$ cat src/rtl/mc_pkg.sv
// Shared types and encodings for the multicycle MIPS sequencing controller.
package mc_pkg;

   typedef enum logic [2:0] {
      StIdle,
      StFetch,
      StDecode,
      StExec,
      StMem,
      StWb,
      StFault
   } state_e;

   localparam logic [5:0] OP_RTYPE = 6'h00;
   localparam logic [5:0] OP_ADDI  = 6'h08;
   localparam logic [5:0] OP_LW    = 6'h23;
   localparam logic [5:0] OP_SW    = 6'h2B;
   localparam logic [5:0] OP_BEQ   = 6'h04;
   localparam logic [5:0] OP_J     = 6'h02;

   localparam logic [1:0] ALUOP_ADD   = 2'b00;
   localparam logic [1:0] ALUOP_SUB   = 2'b01;
   localparam logic [1:0] ALUOP_FUNCT = 2'b10;

   localparam logic [1:0] SRCB_REG     = 2'b00;
   localparam logic [1:0] SRCB_FOUR    = 2'b01;
   localparam logic [1:0] SRCB_IMM     = 2'b10;
   localparam logic [1:0] SRCB_IMM_SH2 = 2'b11;

   localparam logic [1:0] PCSRC_ALU    = 2'b00;
   localparam logic [1:0] PCSRC_ALUOUT = 2'b01;
   localparam logic [1:0] PCSRC_JUMP   = 2'b10;

   localparam logic [1:0] FAULT_NONE    = 2'b00;
   localparam logic [1:0] FAULT_ILLEGAL = 2'b01;
   localparam logic [1:0] FAULT_TIMEOUT = 2'b10;

   function automatic logic op_legal(input logic [5:0] op);
      logic ok;
      case (op)
         OP_RTYPE, OP_ADDI, OP_LW, OP_SW, OP_BEQ, OP_J: ok = 1'b1;
         default:                                       ok = 1'b0;
      endcase
      return ok;
   endfunction

endpackage

$ cat src/rtl/multicycle_ctrl_if.sv
// Controller <-> datapath/memory signal bundle. MULTICYCLE_RETIRE_COUNT_EN adds the
// retired-instruction counter.
interface multicycle_ctrl_if;

   logic       run;
   logic [5:0] OpCode;
   logic       MEM_ready;
   logic       ALU_zero;

   logic       IR_write;
   logic       PC_write;
   logic       PC_write_cond;
   logic       IorD;
   logic       MEM_read;
   logic       MEM_write;
   logic       MEM_to_reg;
   logic       REG_dst;
   logic       REG_write;
   logic       ALU_src_A;
   logic [1:0] ALU_src_B;
   logic [1:0] ALUOp;
   logic [1:0] PC_source;
   logic       busy;
   logic [1:0] fault;
`ifdef MULTICYCLE_RETIRE_COUNT_EN
   logic [31:0] retired;
`endif

   modport master (
      input  run, OpCode, MEM_ready, ALU_zero,
      output IR_write, PC_write, PC_write_cond, IorD, MEM_read, MEM_write, MEM_to_reg,
             REG_dst, REG_write, ALU_src_A, ALU_src_B, ALUOp, PC_source, busy, fault
`ifdef MULTICYCLE_RETIRE_COUNT_EN
      , output retired
`endif
   );

   modport slave (
      output run, OpCode, MEM_ready, ALU_zero,
      input  IR_write, PC_write, PC_write_cond, IorD, MEM_read, MEM_write, MEM_to_reg,
             REG_dst, REG_write, ALU_src_A, ALU_src_B, ALUOp, PC_source, busy, fault
`ifdef MULTICYCLE_RETIRE_COUNT_EN
      , input retired
`endif
   );

endinterface

$ cat src/rtl/mc_wait_timer.sv
// Reloadable down-counter bounding memory waits; expired_o marks the Timeout-th wait cycle.
module mc_wait_timer #(
   parameter int unsigned Timeout = 16
) (
   input  logic clk_i,
   input  logic rst_i,
   input  logic load_i,
   input  logic en_i,
   output logic expired_o
);

   localparam int unsigned CntW = (Timeout > 1) ? $clog2(Timeout) : 1;

   logic [CntW-1:0] cnt_q, cnt_d;

   always_comb begin
      cnt_d = cnt_q;
      if (load_i) begin
         cnt_d = CntW'(Timeout - 1);
      end else if (en_i && (cnt_q != '0)) begin
         cnt_d = cnt_q - CntW'(1);
      end
   end

   always_ff @(posedge clk_i) begin
      if (rst_i) begin
         cnt_q <= '0;
      end else begin
         cnt_q <= cnt_d;
      end
   end

   assign expired_o = (cnt_q == '0);

endmodule

$ cat src/rtl/multicycle_ctrl.sv
// Multicycle MIPS sequencing controller (FETCH/DECODE/EXEC/MEM/WB) with memory-wait timeout.
// MULTICYCLE_RETIRE_COUNT_EN adds a retired-instruction counter.
module multicycle_ctrl
   import mc_pkg::*;
#(
   parameter int unsigned MEM_TIMEOUT = 16
) (
   input logic               SYS_clk,
   input logic               SYS_reset,
   multicycle_ctrl_if.master bus
);

   state_e     state_q, state_d;
   logic [5:0] op_q, op_d;
   logic [1:0] fault_q, fault_d;
   logic       instr_end;
   logic       tmr_load;
   logic       tmr_expired;

   mc_wait_timer #(
      .Timeout (MEM_TIMEOUT)
   ) u_wait_timer (
      .clk_i     (SYS_clk),
      .rst_i     (SYS_reset),
      .load_i    (tmr_load),
      .en_i      ((state_q == StFetch) || (state_q == StMem)),
      .expired_o (tmr_expired)
   );

   always_comb begin
      state_d   = state_q;
      op_d      = op_q;
      fault_d   = fault_q;
      instr_end = 1'b0;

      bus.IR_write      = 1'b0;
      bus.PC_write      = 1'b0;
      bus.PC_write_cond = 1'b0;
      bus.IorD          = 1'b0;
      bus.MEM_read      = 1'b0;
      bus.MEM_write     = 1'b0;
      bus.MEM_to_reg    = 1'b0;
      bus.REG_dst       = 1'b0;
      bus.REG_write     = 1'b0;
      bus.ALU_src_A     = 1'b0;
      bus.ALU_src_B     = SRCB_REG;
      bus.ALUOp         = ALUOP_ADD;
      bus.PC_source     = PCSRC_ALU;
      bus.busy          = (state_q != StIdle) && (state_q != StFault);
      bus.fault         = fault_q;

      unique case (state_q)
         StIdle: begin
            if (bus.run) state_d = StFetch;
         end
         StFetch: begin
            bus.MEM_read  = 1'b1;
            bus.ALU_src_B = SRCB_FOUR;
            bus.IR_write  = bus.MEM_ready;
            bus.PC_write  = bus.MEM_ready;
            // Ready in the expiring cycle still completes the fetch.
            if (bus.MEM_ready) begin
               state_d = StDecode;
            end else if (tmr_expired) begin
               state_d = StFault;
               fault_d = FAULT_TIMEOUT;
            end
         end
         StDecode: begin
            bus.ALU_src_B = SRCB_IMM_SH2;
            if (op_legal(bus.OpCode)) begin
               op_d    = bus.OpCode;
               state_d = StExec;
            end else begin
               state_d = StFault;
               fault_d = FAULT_ILLEGAL;
            end
         end
         StExec: begin
            unique case (op_q)
               OP_RTYPE: begin
                  bus.ALU_src_A = 1'b1;
                  bus.ALUOp     = ALUOP_FUNCT;
                  state_d       = StWb;
               end
               OP_ADDI, OP_LW, OP_SW: begin
                  bus.ALU_src_A = 1'b1;
                  bus.ALU_src_B = SRCB_IMM;
                  state_d       = (op_q == OP_ADDI) ? StWb : StMem;
               end
               OP_BEQ: begin
                  bus.ALU_src_A     = 1'b1;
                  bus.ALUOp         = ALUOP_SUB;
                  bus.PC_write_cond = 1'b1;
                  bus.PC_source     = PCSRC_ALUOUT;
                  instr_end         = 1'b1;
               end
               default: begin
                  bus.PC_write  = 1'b1;
                  bus.PC_source = PCSRC_JUMP;
                  instr_end     = 1'b1;
               end
            endcase
         end
         StMem: begin
            bus.IorD      = 1'b1;
            bus.MEM_read  = (op_q == OP_LW);
            bus.MEM_write = (op_q == OP_SW);
            if (bus.MEM_ready) begin
               if (op_q == OP_LW) state_d = StWb;
               else               instr_end = 1'b1;
            end else if (tmr_expired) begin
               state_d = StFault;
               fault_d = FAULT_TIMEOUT;
            end
         end
         StWb: begin
            bus.REG_write  = 1'b1;
            bus.REG_dst    = (op_q == OP_RTYPE);
            bus.MEM_to_reg = (op_q == OP_LW);
            instr_end      = 1'b1;
         end
         StFault: begin
            state_d = StFault;
         end
         default: begin
            state_d = StIdle;
         end
      endcase

      // run is only consulted at instruction boundaries.
      if (instr_end) state_d = bus.run ? StFetch : StIdle;

      tmr_load = (state_d != state_q) && ((state_d == StFetch) || (state_d == StMem));
   end

   always_ff @(posedge SYS_clk) begin
      if (SYS_reset) begin
         state_q <= StIdle;
         op_q    <= '0;
         fault_q <= FAULT_NONE;
      end else begin
         state_q <= state_d;
         op_q    <= op_d;
         fault_q <= fault_d;
      end
   end

`ifdef MULTICYCLE_RETIRE_COUNT_EN
   logic [31:0] retired_q, retired_d;

   always_comb begin
      retired_d = retired_q;
      if (instr_end) retired_d = retired_q + 32'd1;
   end

   always_ff @(posedge SYS_clk) begin
      if (SYS_reset) begin
         retired_q <= '0;
      end else begin
         retired_q <= retired_d;
      end
   end

   assign bus.retired = retired_q;
`endif

endmodule

$ cat src/flat_wrapper.sv
// flat-port wrapper written by rule: the top's interface ports become plain ports
module multicycle_ctrl_flat import mc_pkg::*;
#(
   parameter int unsigned MEM_TIMEOUT = 16
)
  (SYS_clk, SYS_reset, bus_run, bus_OpCode, bus_MEM_ready, bus_ALU_zero, bus_IR_write, bus_PC_write, bus_PC_write_cond, bus_IorD, bus_MEM_read, bus_MEM_write, bus_MEM_to_reg, bus_REG_dst, bus_REG_write, bus_ALU_src_A, bus_ALU_src_B, bus_ALUOp, bus_PC_source, bus_busy, bus_fault);
  multicycle_ctrl_if bus_i ();
  input logic SYS_clk;
  input logic SYS_reset;
  input wire logic [$bits(bus_i.run)-1:0] bus_run;
  input wire logic [$bits(bus_i.OpCode)-1:0] bus_OpCode;
  input wire logic [$bits(bus_i.MEM_ready)-1:0] bus_MEM_ready;
  input wire logic [$bits(bus_i.ALU_zero)-1:0] bus_ALU_zero;
  output wire logic [$bits(bus_i.IR_write)-1:0] bus_IR_write;
  output wire logic [$bits(bus_i.PC_write)-1:0] bus_PC_write;
  output wire logic [$bits(bus_i.PC_write_cond)-1:0] bus_PC_write_cond;
  output wire logic [$bits(bus_i.IorD)-1:0] bus_IorD;
  output wire logic [$bits(bus_i.MEM_read)-1:0] bus_MEM_read;
  output wire logic [$bits(bus_i.MEM_write)-1:0] bus_MEM_write;
  output wire logic [$bits(bus_i.MEM_to_reg)-1:0] bus_MEM_to_reg;
  output wire logic [$bits(bus_i.REG_dst)-1:0] bus_REG_dst;
  output wire logic [$bits(bus_i.REG_write)-1:0] bus_REG_write;
  output wire logic [$bits(bus_i.ALU_src_A)-1:0] bus_ALU_src_A;
  output wire logic [$bits(bus_i.ALU_src_B)-1:0] bus_ALU_src_B;
  output wire logic [$bits(bus_i.ALUOp)-1:0] bus_ALUOp;
  output wire logic [$bits(bus_i.PC_source)-1:0] bus_PC_source;
  output wire logic [$bits(bus_i.busy)-1:0] bus_busy;
  output wire logic [$bits(bus_i.fault)-1:0] bus_fault;
  assign bus_i.run = bus_run;
  assign bus_i.OpCode = bus_OpCode;
  assign bus_i.MEM_ready = bus_MEM_ready;
  assign bus_i.ALU_zero = bus_ALU_zero;
  assign bus_IR_write = bus_i.IR_write;
  assign bus_PC_write = bus_i.PC_write;
  assign bus_PC_write_cond = bus_i.PC_write_cond;
  assign bus_IorD = bus_i.IorD;
  assign bus_MEM_read = bus_i.MEM_read;
  assign bus_MEM_write = bus_i.MEM_write;
  assign bus_MEM_to_reg = bus_i.MEM_to_reg;
  assign bus_REG_dst = bus_i.REG_dst;
  assign bus_REG_write = bus_i.REG_write;
  assign bus_ALU_src_A = bus_i.ALU_src_A;
  assign bus_ALU_src_B = bus_i.ALU_src_B;
  assign bus_ALUOp = bus_i.ALUOp;
  assign bus_PC_source = bus_i.PC_source;
  assign bus_busy = bus_i.busy;
  assign bus_fault = bus_i.fault;
  multicycle_ctrl #(.MEM_TIMEOUT(MEM_TIMEOUT)) u_core (.SYS_clk(SYS_clk), .SYS_reset(SYS_reset), .bus(bus_i));
endmodule
$ cat config.mk
export PLATFORM = sky130hd
export DESIGN_NAME = multicycle_ctrl_flat
export DESIGN_NICKNAME = d
export VERILOG_FILES = /design/src/rtl/mc_pkg.sv /design/src/rtl/multicycle_ctrl_if.sv /design/src/rtl/mc_wait_timer.sv /design/src/rtl/multicycle_ctrl.sv /design/src/flat_wrapper.sv
export SDC_FILE = /design/constraint.sdc
export NUM_CORES = 1
export LEC_CHECK = 0
export ABC_AREA = 1
export BUFFER_PORTS_ARGS = -buffer_cell sky130_fd_sc_hd__buf_2
export CORE_MARGIN = 5
export CORE_UTILIZATION = 30
export DETAILED_ROUTE_END_ITERATION = 8
export GPL_TIMING_DRIVEN = 1
export PLACE_DENSITY = 0.59
export SLEW_MARGIN = 10
export SYNTH_ARGS = -nofsm -noshare
export SYNTH_HDL_FRONTEND = slang
export SYNTH_HIERARCHICAL = 1
export SYNTH_SLANG_ARGS = --single-unit
$ cat constraint.sdc
create_clock -name SYS_clk -period 2.3 [get_ports SYS_clk]
set_input_delay 0.46 -clock SYS_clk [delete_from_list [all_inputs] [get_ports SYS_clk]]
set_output_delay 0.46 -clock SYS_clk [all_outputs]
set_load 0.01 [all_outputs]
Yosys cells after proc, flatten, opt, wreduce, memory -nomap -nowiden
Cells that the tools add are included.
{ "totals": {"inputBits": 11, "reg_bits": 15, "output_inout_bits": 19, "word_cells": 89} }
{ "op_classes": {"addsub": 1, "muxes": 42, "eq_ne": 22, "reduce_logical": 20} }
{ "ops": {"columns": ["op", "count"], "rows": [
  ["6-bit equality test (second input constant)", 4],
  ["3-bit two-way mux", 7],
  ["3-bit one-hot mux with 7 select lines", 1],
  ["1-bit two-way mux", 18],
  ["3-bit equality test (second input constant)", 4],
  ["6-bit by 3-bit equality test with 1-bit output (second input constant)", 2],
  ["6-bit by 4-bit equality test with 1-bit output (second input constant)", 2],
  ["6-bit zero test", 2],
  ["2-bit two-way mux", 6],
  ["2-bit one-hot mux with 2 select lines", 3],
  ["4-bit two-way mux", 2],
  ["3-bit by 1-bit equality test with 1-bit output (second input constant)", 2],
  ["3-bit by 2-bit equality test with 1-bit output (second input constant)", 2],
  ["6-bit by 2-bit equality test with 1-bit output (second input constant)", 1],
  ["2-bit one-hot mux with 3 select lines", 1],
  ["3-bit one-hot mux with 2 select lines", 1],
  ["6-bit OR reduction", 1],
  ["5-bit OR reduction", 1],
  ["4-bit zero test", 1],
  ["2-bit inequality test (second input constant)", 2],
  ["1-bit one-hot mux with 2 select lines", 2],
  ["4-bit AND reduction", 1],
  ["2-bit nonzero test", 2],
  ["4-bit nonzero test", 1],
  ["other kinds (13)", 16]
]} }

Depth between registers and ports, before layout
{ "depth": {"ltp_word": 11, "depth_mapped": 17, "ltp_nobuf": 17} }

Modules after synthesis
Netlist, hierarchy kept.
{ "by_module_without_submodules": {"columns": ["mod", "cells_each", "seq_area_each_um2", "area_per_inst_um2", "n_inst"], "rows": [
  ["multicycle_ctrl", 140, 220.2, 874.6, 1],
  ["mc_wait_timer", 36, 80.1, 260.2, 1]
]} }

Worst setup path after synthesis
No wires, ideal clock.
{ "synth_path": {"path_kind": "register to register", "from": "register u_core.u_wait_timer.cnt_q[0]", "to": "register u_core.u_wait_timer.cnt_q[0]", "path_buffers": 0, "arrival_ns": 1.876, "stages_incl_launch_ff": 18, "setup_slack_ns": 0.358, "synth_period_minus_slack_ns": 1.942, "required_time_ns": 2.234, "cell_sequence": "dfxtp_1 -> inv_1 -> ha_1 -> nand3_4 -> inv_1 -> nor3_1 -> nand2_1 -> nand3_1 -> nor2_2 -> nand2_1 -> nand2_1 -> nand2_1 -> nand2_1 -> nor2_1 -> inv_6 -> nand2_4 -> o21ai_1 -> a21oi_2"} }
{ "synth_via": {"elab_chain_cells": 9} }
{ "synth_lines": {"columns": ["item", "line_no", "text"], "rows": [
  ["from (decl)", "mc_wait_timer.sv:14", "logic [CntW-1:0] cnt_q, cnt_d;"],
  ["from (signal assigned)", "mc_wait_timer.sv:29", "cnt_q <= cnt_d;"],
  ["4-bit zero test *", "mc_wait_timer.sv:33", "assign expired_o = (cnt_q == '0);"],
  ["via u_core.tmr_expired", "multicycle_ctrl.sv:18", "logic tmr_expired;"],
  ["3-bit two-way mux *", "multicycle_ctrl.sv:64, multicycle_ctrl.sv:112", null],
  ["3-bit two-way mux (on tied branches)", "multicycle_ctrl.sv:109, multicycle_ctrl.sv:62", null],
  ["3-bit one-hot mux with 7 select lines *", "multicycle_ctrl.sv:52", "unique case (state_q)"],
  ["3-bit two-way mux *", "multicycle_ctrl.sv:132", "if (instr_end) state_d = bus.run ? StFetch : StIdle;"],
  ["3-bit by 1-bit equality test with 1-bit output or 3-bit equality test (tied branches)", "multicycle_ctrl.sv:134", "tmr_load = (state_d != state_q) && ((state_d == StFetch) || (state_d == StMem));"],
  ["1-bit logical OR", "multicycle_ctrl.sv:134", null],
  ["1-bit logical AND *", "multicycle_ctrl.sv:134", null],
  ["via u_core.tmr_load", "multicycle_ctrl.sv:17", "logic tmr_load;"],
  ["4-bit two-way mux or 2-bit nonzero test (tied branches)", null, null]
]} }
The timed path passes the listed nets; every way through them passes the cells marked *. The select of a mux whose other input is x is not followed.
A chain may end at the register's enable or synchronous reset.

Final worst setup path
Same ends and word-level chain as after synthesis.

==> results.ini <==
[synthesis]
yosysMostFrequentCell = nand2_1
yosysWarnings = 6
ys_types = 32
syn_inst = 176
avgSynthCellArea_um2 = 6.45
synth_ff_type = dfxtp_1
syn-cell-area_um2 = 1130
ys_top_cells_by_area = dfxtp_1 (26%), nand2_1 (11%), inv_1 (7.9%)
yosysTopAreaCell = dfxtp_1
synth_nets = 188
synth-seq-cells = 15
ys_async_sr_fraction_pct = 0
synth_top_area_share_pct = 26.5
ys_seq_area_share_pct = 26.5
ys_top_cells_by_count = nand2_1 (34), inv_1 (24), nor2_1 (21)
synth-edff-count = 0

[floorplanning]
core-area_um2 = 3660
io_pins = 30
rows = 22
die_height_um = 71.5
die_width_um = 71.5
dieArea_um2 = 5110
start_util_pct = 31.0

[pwr]
power_leakage_nw = 0.729
swShare_pct = 50.4
p_comb_share_pct = 64.7
p_per_area_nw_per_um2 = 1270
power_frac_clock_pct = 12.1
switching_power_mw = 0.874
p_seq_share_pct = 23.2
peakVddDrop_uv = 648
p_int_mw = 0.859

[place]
dpl_cell_area_um2 = 1310
dp_hpwl_mm = 2.24
place_congestion = 0.865
pre_cts_ws_ns = 0.142
portBuffers = 28

[detailed_routing]
vias = 1162
drtAntennaViolNets = 0
drc = 0
wirelength_mm = 2.71
wire_per_inst_um = 10.7
drt_iter0_markers = 40
viasPerCell = 4.59
dr.pass1.iters = 4

[sta]
hold_viol_final = 0
layout_min_cycle_time_ns = 2.03
maxSlewViolCount = 0
setup_violations = 0
setup-tns-final_ns = 0
hold_slack_ns = 0.460
rsz0062_at_grt = false
fmax_ghz = 0.493
setup_ws_ns = 0.270
fin_skew_ns = 0.00164
max_slew_margin_pct = 79.6
period_share_pct = 88.2
worstMarginPinSlew_ns = 0.305

[clock_network]
post_cts_buffers = 0
cts_sinks = 15
cts_made_buffers = 3
postCtsHoldBufs = 0
cts_tree = built
clk_pin_slew_ns = 0.06
clk_path_buf_depth = 2
cts.htree.levels = 1
clk_latency_ns = 0.24
clock_tree.root_cell = clkbuf_8

[global_route]
use_met1_pct = 15.2
grt_overflow = 0
use_met2_pct = 18.0
grt_max_degree = 12
busiest_layer = met2
grt_pass1_vias = 1106
track_usage_pct = 11.4
grt_use_met3_pct = 2.95
grt_pass1_wl_mm = 4.82
antenna_found_initial = 0

[critical_path]
cp-end-kind = flip-flop
arrival_ns = 2.21
crit_chain = inv_1 -> ha_1 -> nand3_4 -> inv_1 -> nor3_1 -> nand2_1 -> nand3_1 -> nor2_2 -> nand3_1 -> nand2_1 -> inv_1 -> nor2_4 -> inv_6 -> nand2_4 -> o21ai_1 -> a21oi_2
critical_path_buf_inv_count = 4
cpMaxStageDelayCell = dfxtp_1
critPathTopFamily = simple AND/OR/NAND/NOR gates
crit_type = flip-flop to flip-flop
crit_fanout = 5
cp-start-kind = flip-flop
crit_top_cell = inv_1
required_ns = 2.48
max_stage_delay_ns = 0.31

[finish]
drive_gt1_share_pct = 31.7
areaGrowthSynthToFinish_pct = 20.5
fillers = 405
fin_area_um2 = 1370
layout.nets = 218
final_util_pct = 37.4
diodes = 0

[run_status]
status = complete, no violations

[worst_hold_path]
hp-class = flip-flop to flip-flop

[job]
drv_cap = 0

flip-flops by register name, indices dropped and copies added, names as in the netlist:
signal	flops
u_core/u_wait_timer/cnt_q	4
u_core/op_q	6
u_core/state_q	3
u_core/bus.fault	2
metal layers:
layer	vias to the layer above	part of all wire [%]	routed length, um
met5	-	0	0
met4	0	0.59	16
met3	2	6.6	179
met2	22	44	1190
met1	512	49	1330
li1	626	-	-
cells by family after synthesis:
family / share of synthesized area [%]
flip-flops: 26.5
buffers and inverters: 14.0
adder cells (fa/ha/maj): 1.10
AO/OA/AOI/OAI: 16.4
AND/OR/NAND/NOR: 42.0
worst reg2reg max path: stages, from the launching register on:
cell,delay [ns]
dfxtp_1,0.31
inv_1,0.10
ha_1,0.26
nand3_4,0.11
inv_1,0.16
nor3_1,0.07
nand2_1,0.06
nand3_1,0.09
nor2_2,0.13
nand3_1,0.09
nand2_1,0.07
inv_1,0.06
nor2_4,0.16
inv_6,0.06
nand2_4,0.07
o21ai_1,0.07
a21oi_2,0.10
power groups by stage:
stage               combinational, mW  sequential, mW  clock (mW)
floorplan                       0.862           0.394           0
global placement                 1.09           0.406           0
detailed placement               1.09           0.405           0
CTS                              1.10           0.400       0.219
global route                     1.28           0.413       0.228
finish                           1.12           0.402       0.210
worst paths after layout:
check / cells after the start / slack [ns] / to / startpoint
min: 2 / 0.46 / u_core/bus.fault[0] / u_core/bus.fault[0]
min reg2reg: 2 / 0.46 / u_core/bus.fault[0] / u_core/bus.fault[0]
max: 16 / 0.27 / u_core/u_wait_timer/cnt_q[0] / u_core/u_wait_timer/cnt_q[0]
max reg2reg: 16 / 0.27 / u_core/u_wait_timer/cnt_q[0] / u_core/u_wait_timer/cnt_q[0]
area by class of cell:
class | count | area, um2 | share of cell area [%]
clock buffer | 3 | 41.3 | 3.02
clock inverter | 1 | 5.00 | 0.366
inverter | 34 | 133 | 9.70
multi-input combinational | 124 | 688 | 50.3
sequential | 15 | 300 | 22.0
tap | 48 | 60.1 | 4.39
timing repair buffer | 28 | 140 | 10.2
through the flow:
step	cells	power [mW]
after floorplan	176	1.26
after global placement	249	1.49
after detailed placement	249	1.50
after CTS	253	1.72
after global routing	253	1.92
final	253	1.73
cells in the final DEF (no fill, tap or decap), drive strengths merged:
cell type  count
a22oi          1
o21ai         11
dfxtp         15
o211ai         2
nor3           3
clkinv         2
inv           33
nor4           1
nand3b         1
o22ai          1
clkbuf         3
nand4          4
nand2         39
o21bai         1
a31oi          1
ha             1
a21oi         12
nand3         19
buf           28
nor2          26
and2           1
timing repair:
item,4_1_cts,5_1_grt
hold endpoints to repair,0,0
setup endpoints to repair,0,8
resized for setup,0,3
No activity file was read; power rests on OpenSTA's default activity.
